**src/rtl/fp16_add_arbiter.sv**
```systemverilog
// fifo: generic response queue with wrapping pointers; head reads as zero when empty.
// Latency: push visible at head the cycle after; pop-when-empty ignored.
// Backpressure: none internally; the producer guarantees it never pushes into a full queue.
module fifo #(
  parameter int W     = 8,
  parameter int DEPTH = 4
) (
  input  logic                         clk,
  input  logic                         rst,
  input  logic                         push,
  input  logic [W-1:0]                 push_dat,
  input  logic                         pop,
  output logic [W-1:0]                 pop_dat,
  output logic [$clog2(DEPTH+1)-1:0]   count,
  output logic                         empty
);
  localparam int AW = (DEPTH > 1) ? $clog2(DEPTH) : 1;
  localparam int CW = $clog2(DEPTH + 1);

  logic [W-1:0]  mem [DEPTH];
  logic [AW-1:0] rd_ptr, wr_ptr;
  logic          full, do_push, do_pop;

  assign empty   = (count == '0);
  assign full    = (count == CW'(DEPTH));
  assign do_push = push && !full;
  assign do_pop  = pop && !empty;
  assign pop_dat = empty ? '0 : mem[rd_ptr];

  function automatic logic [AW-1:0] wrap_inc(input logic [AW-1:0] p);
    return (p == AW'(DEPTH - 1)) ? '0 : p + 1'b1;
  endfunction

  always_ff @(posedge clk or negedge rst) begin
    if (!rst) begin
      rd_ptr <= '0;
      wr_ptr <= '0;
      count  <= '0;
    end else begin
      if (do_push) wr_ptr <= wrap_inc(wr_ptr);
      if (do_pop)  rd_ptr <= wrap_inc(rd_ptr);
      count <= count + CW'(do_push) - CW'(do_pop);
    end
  end

  always_ff @(posedge clk) begin
    if (do_push) mem[wr_ptr] <= push_dat;
  end

  push_never_full: assert property (@(posedge clk) disable iff (!rst) !(push && full));
endmodule

// fp16_add_arbiter: round-robin sharing of one external fp16 adder among NREQ requesters.
// Latency: request transfer to rsp_valid is ADD_LAT+1 cycles; up to one issue per cycle.
// Backpressure: issue withheld while in-flight ops plus queued responses fill FIFO_DEPTH.
module fp16_add_arbiter #(
  parameter int NREQ       = 4,
  parameter int IDW        = 2,
  parameter int ADD_LAT    = 1,
  parameter int FIFO_DEPTH = 4
) (
  input  logic                 clk,
  input  logic                 rst,
  input  logic [NREQ-1:0]      req_valid,
  input  logic [16*NREQ-1:0]   req_a,
  input  logic [16*NREQ-1:0]   req_b,
  output logic [NREQ-1:0]      req_ready,
  output logic [15:0]          add_a,
  output logic [15:0]          add_b,
  input  logic [15:0]          add_x,
  output logic                 rsp_valid,
  input  logic                 rsp_ready,
  output logic [15:0]          rsp_data,
  output logic [IDW-1:0]       rsp_id,
  output logic                 busy
);
  localparam int CW = $clog2(FIFO_DEPTH + 1);

  typedef struct packed {
    logic [IDW-1:0] id;
    logic [15:0]    sum;
  } rsp_t;

  logic [IDW-1:0]     rr_ptr, grant_idx;
  logic               grant_found, credit_ok, issue;
  logic [ADD_LAT-1:0] tag_v;
  logic [IDW-1:0]     tag_id [ADD_LAT];
  logic [CW-1:0]      fifo_count, inflight;
  logic               fifo_empty;
  rsp_t               push_entry, head;

  always_comb begin
    inflight = '0;
    for (int i = 0; i < ADD_LAT; i++) inflight = inflight + CW'(tag_v[i]);
  end

  // A pop in this cycle only shows up in fifo_count next cycle, so it cannot fund a same-cycle issue.
  assign credit_ok = ({1'b0, inflight} + {1'b0, fifo_count}) < (CW+1)'(FIFO_DEPTH);

  always_comb begin
    logic [IDW-1:0] cand;
    grant_found = 1'b0;
    grant_idx   = '0;
    cand        = '0;
    for (int k = 0; k < NREQ; k++) begin
      cand = IDW'((int'(rr_ptr) + k) % NREQ);
      if (!grant_found && req_valid[cand]) begin
        grant_found = 1'b1;
        grant_idx   = cand;
      end
    end
  end

  assign issue = rst && credit_ok && grant_found;

  always_comb begin
    req_ready = '0;
    add_a     = 16'h0000;
    add_b     = 16'h0000;
    for (int i = 0; i < NREQ; i++) begin
      if (issue && grant_idx == IDW'(i)) begin
        req_ready[i] = 1'b1;
        add_a        = req_a[16*i +: 16];
        add_b        = req_b[16*i +: 16];
      end
    end
  end

  always_ff @(posedge clk or negedge rst) begin
    if (!rst)
      rr_ptr <= '0;
    else if (issue)
      rr_ptr <= (grant_idx == IDW'(NREQ - 1)) ? '0 : grant_idx + 1'b1;
  end

  // Tag pipe mirrors the adder latency and never stalls; credits guarantee a FIFO slot at the end.
  always_ff @(posedge clk or negedge rst) begin
    if (!rst) begin
      tag_v <= '0;
      for (int i = 0; i < ADD_LAT; i++) tag_id[i] <= '0;
    end else begin
      tag_v[0]  <= issue;
      tag_id[0] <= grant_idx;
      for (int i = 1; i < ADD_LAT; i++) begin
        tag_v[i]  <= tag_v[i-1];
        tag_id[i] <= tag_id[i-1];
      end
    end
  end

  assign push_entry = '{id: tag_id[ADD_LAT-1], sum: add_x};

  fifo #(.W($bits(rsp_t)), .DEPTH(FIFO_DEPTH)) u_rsp_fifo (
    .clk      (clk),
    .rst      (rst),
    .push     (tag_v[ADD_LAT-1]),
    .push_dat (push_entry),
    .pop      (rsp_ready),
    .pop_dat  (head),
    .count    (fifo_count),
    .empty    (fifo_empty)
  );

  assign rsp_valid = !fifo_empty;
  assign rsp_data  = head.sum;
  assign rsp_id    = head.id;
  assign busy      = (|tag_v) || !fifo_empty;
endmodule
```
**config.mk**
```make
export PLATFORM = sky130hd
export DESIGN_NAME = fp16_add_arbiter
export DESIGN_NICKNAME = d
export VERILOG_FILES = /design/src/rtl/fp16_add_arbiter.sv
export SDC_FILE = /design/constraint.sdc
export NUM_CORES = 1
export LEC_CHECK = 0
export CAP_MARGIN = 20
export CELL_PAD_IN_SITES_DETAIL_PLACEMENT = 1
export CELL_PAD_IN_SITES_GLOBAL_PLACEMENT = 2
export CORE_ASPECT_RATIO = 0.8
export CORE_UTILIZATION = 28
export DETAILED_ROUTE_END_ITERATION = 10
export PLACE_DENSITY = 0.95
export SYNTH_ARGS = -nofsm -noshare
export SYNTH_HDL_FRONTEND = slang
export SYNTH_HIERARCHICAL = 1
export SYNTH_SLANG_ARGS = --single-unit
```
**constraint.sdc**
```tcl
create_clock -name clk -period 6.6 [get_ports clk]
set_input_delay 1.98 -clock clk [delete_from_list [all_inputs] [get_ports clk]]
set_output_delay 1.98 -clock clk [all_outputs]
set_load 0.01 [all_outputs]
```
==> summary.txt <==
setup bufs post-CTS -> 0
Worst R2R Setup Slack -> 4.12 ns
CTS tree -> done
peak fanout along the critical path -> 32
cell repeated most along the worst path -> clkdlybuf4s50_1
Slew Limit Fails -> 0
kind of start point of the critical path -> input pin
cell leakage power -> 3.36 nW
Worst VDD drop -> 141 uV
area of the die -> 17400 um2
Final nets -> 736
Slew @ Worst Pin -> 1.00 ns
CP Cell Sequence -> clkdlybuf4s50_1, nor3b_1, a211o_1, o21ai_0, ha_2, buf_12, buf_4, and2_1, clkdlybuf4s50_1
largest net degree at the start of global routing -> 65
mapped cell area -> 4730 um2
Setup violations, final -> 0
Die Y -> 118 um
CP max-delay cell -> clkdlybuf4s50_1
H-tree levels -> 3
Worst EP required -> 4.62 ns
CP peak stage delay -> 0.54 ns
initial antenna violation count -> 0
Synth Warn # -> 6
clock-pin slew on the worst setup and hold paths -> 0.06 ns
Congestion Overflow GR -> 0
CTS buffer count -> 9
synthesized net count -> 539
Post-synth ARST share -> 14.3%
WL final -> 15600 um
R2R depth -> 10
Placer Congestion -> 0.879
hold slack -> 0.525 ns
Vias -> 4006
setup_tns -> 0 ns
first-pass GRT wire length -> 23400 um
DRT iter0 DRCs -> 99
number of antenna-violating nets in the routed design -> 0
top cells by area, synth -> edfxtp_1, mux4_2, dfrtp_1
CP arrival -> 4.32 ns
min cycle time layout -> 6.30 ns
Port Buffer Count -> 206
fmax -> 159 MHz
placed insts -> 781
Cell Rows -> 42
vias in the first global route -> 4331
reg2reg start -> u_rsp_fifo/count[1]
hpwl dp -> 11100 um
Reg2Reg Capture Point -> u_rsp_fifo/count[2]
share of cells above drive strength 1 -> 9.86%
Sink Count -> 84
worst skew pair latency -> 0.33 ns
crit path to -> req_ready[1]
antenna cells -> 0
Yosys top cell area share -> 45.7%
dominant cell by count in the synthesized netlist -> edfxtp_1
final worst clock skew -> 0.00725 ns
Initial Util -> 28.6%
Die W -> 147 um
Post-synth EDFFs -> 72
DRC Markers -> 0
Vias/cell -> 5.02
Hold Buf Count CTS -> 0
cell taking the most area after synthesis -> edfxtp_1
average cell area after synthesis -> 12.6 um2
Area Growth Syn to Fin -> 57.3%
final hold vios -> 0
Synth Instances -> 376
Ports -> 207
Seq/Total Area, Yosys -> 52.1%
Pre-Repair DR Iteration Count -> 4
number of synthesized register bits -> 84
max_slew headroom -> 33.2%
Crit. End Element -> output pin
Hold Crit Class -> flop to flop
GRT Overall Usage -> 17.6%
outcome -> finished clean
final cell count without fillers -> 798
Post-synth top flop -> edfxtp_1
CTS Root Cell -> clkbuf_16
unrepaired setup endpoints after global routing -> false
CORE AREA -> 16600 um2
Netlist cell types -> 39
max-capacitance violation count -> 0
Clock Tree Buf Depth -> 2
Commonest cells post-synth -> edfxtp_1, a21o_1, nand2_1
CP Class -> input pin to output pin
crit path from -> req_valid[1]
routed len/inst -> 19.6 um
fin crit share -> 95.5%
pwr dens -> 358 nW/um2
## state kept, by name (all words and copies together), names as in the netlist
signal / cells
u_rsp_fifo/mem: 72
tag_id: 2
u_rsp_fifo/rd_ptr: 2
u_rsp_fifo/count: 3
u_rsp_fifo/wr_ptr: 2
tag_v: 1
rr_ptr: 2
## timing repair
action,CTS,global route
pin swaps,0,1
gates cloned,0,1
resized for setup,2,33
endpoints found under the setup margin,2,32
## power breakdown
part           internal (mW)  leakage, nW  total (mW)  switching, mW
Clock                  0.252        0.125       0.441          0.189
Combinational          0.774         2.45        1.45          0.673
Sequential             0.686        0.794       0.775         0.0893
## per-layer routing
metal  global-route usage [%]  routed length, um
met1                     19.0               6030
met2                     33.3               8580
met3                     4.79                822
met4                     4.57                202
met5                        0                  0
## critical path: cells and delay by family
kind,cells,cell delay (ns)
AND/OR/NAND/NOR,2,0.20
buffers and inverters,4,1.41
AO/OA/AOI/OAI,2,0.43
adder cells (fa/ha/maj),1,0.31
## cells by family after synthesis
group | share of synthesized area [%]
simple gates | 14.6
xor+xnor | 0.371
fa+ha+maj | 3.33
flops | 52.1
compound gates | 15.6
mux | 10.1
buf+inv | 4.05
## cell usage in the layout (no fill, tap or decap), types with 2 or more instances in the layout
cell	synthesis	routed
nand2_1	33	33
dlymetal6s2s_1	0	32
buf_4	2	7
dfrtp_1	12	12
nor2b_4	2	2
ha_1	11	10
edfxtp_1	72	72
clkinv_1	0	2
xnor2_1	2	2
mux4_2	18	18
clkdlybuf4s50_1	0	174
mux2_2	4	4
nand2b_1	3	3
nor2b_1	18	18
o221ai_1	32	31
buf_12	0	4
a21oi_1	32	32
clkbuf_1	20	2
clkbuf_16	0	10
nor2_1	6	6
nand3_1	2	2
and2_1	6	6
inv_1	9	9
and3b_1	32	32
a21o_1	33	33
## final cells by class
cell class | count | area, um2
clock buffers | 11 | 233
clock inverters | 5 | 28.8
fillers | 1758 | 9110
inverters | 10 | 37.5
multi-input cells | 249 | 2090
flip-flops and latches | 84 | 2460
well taps | 220 | 275
repair buffers | 219 | 2310
## metrics by stage
step / utilization, % / total power [mW] / worst slack, ns / instance area [um2]
after global routing: 44.9 / 2.82 / 0.190 / 7440
after floorplan: - / 1.59 / 1.02 / 4730
after detailed placement: 42.6 / 2.22 / 0.00153 / 7060
final: 44.9 / 2.66 / 0.297 / 7440
after CTS: 44.3 / 2.68 / 0.00669 / 7330
after global placement: 42.6 / 2.15 / 0.0392 / 7060
## worst min path at each step
stage	start	to	slack, ns	cells after the start
2_1_floorplan	tag_id[0]	u_rsp_fifo/mem[0][16]	0.45	0
3_3_place_gp	tag_id[0]	u_rsp_fifo/mem[1][16]	0.49	0
3_5_place_dp	tag_id[1]	u_rsp_fifo/mem[0][17]	0.49	0
4_1_cts	tag_id[0]	u_rsp_fifo/mem[0][16]	0.53	0
5_1_grt	tag_id[1]	u_rsp_fifo/mem[3][17]	0.54	0
6_report	tag_id[1]	u_rsp_fifo/mem[3][17]	0.53	0
No activity file was read; power rests on OpenSTA's default activity.
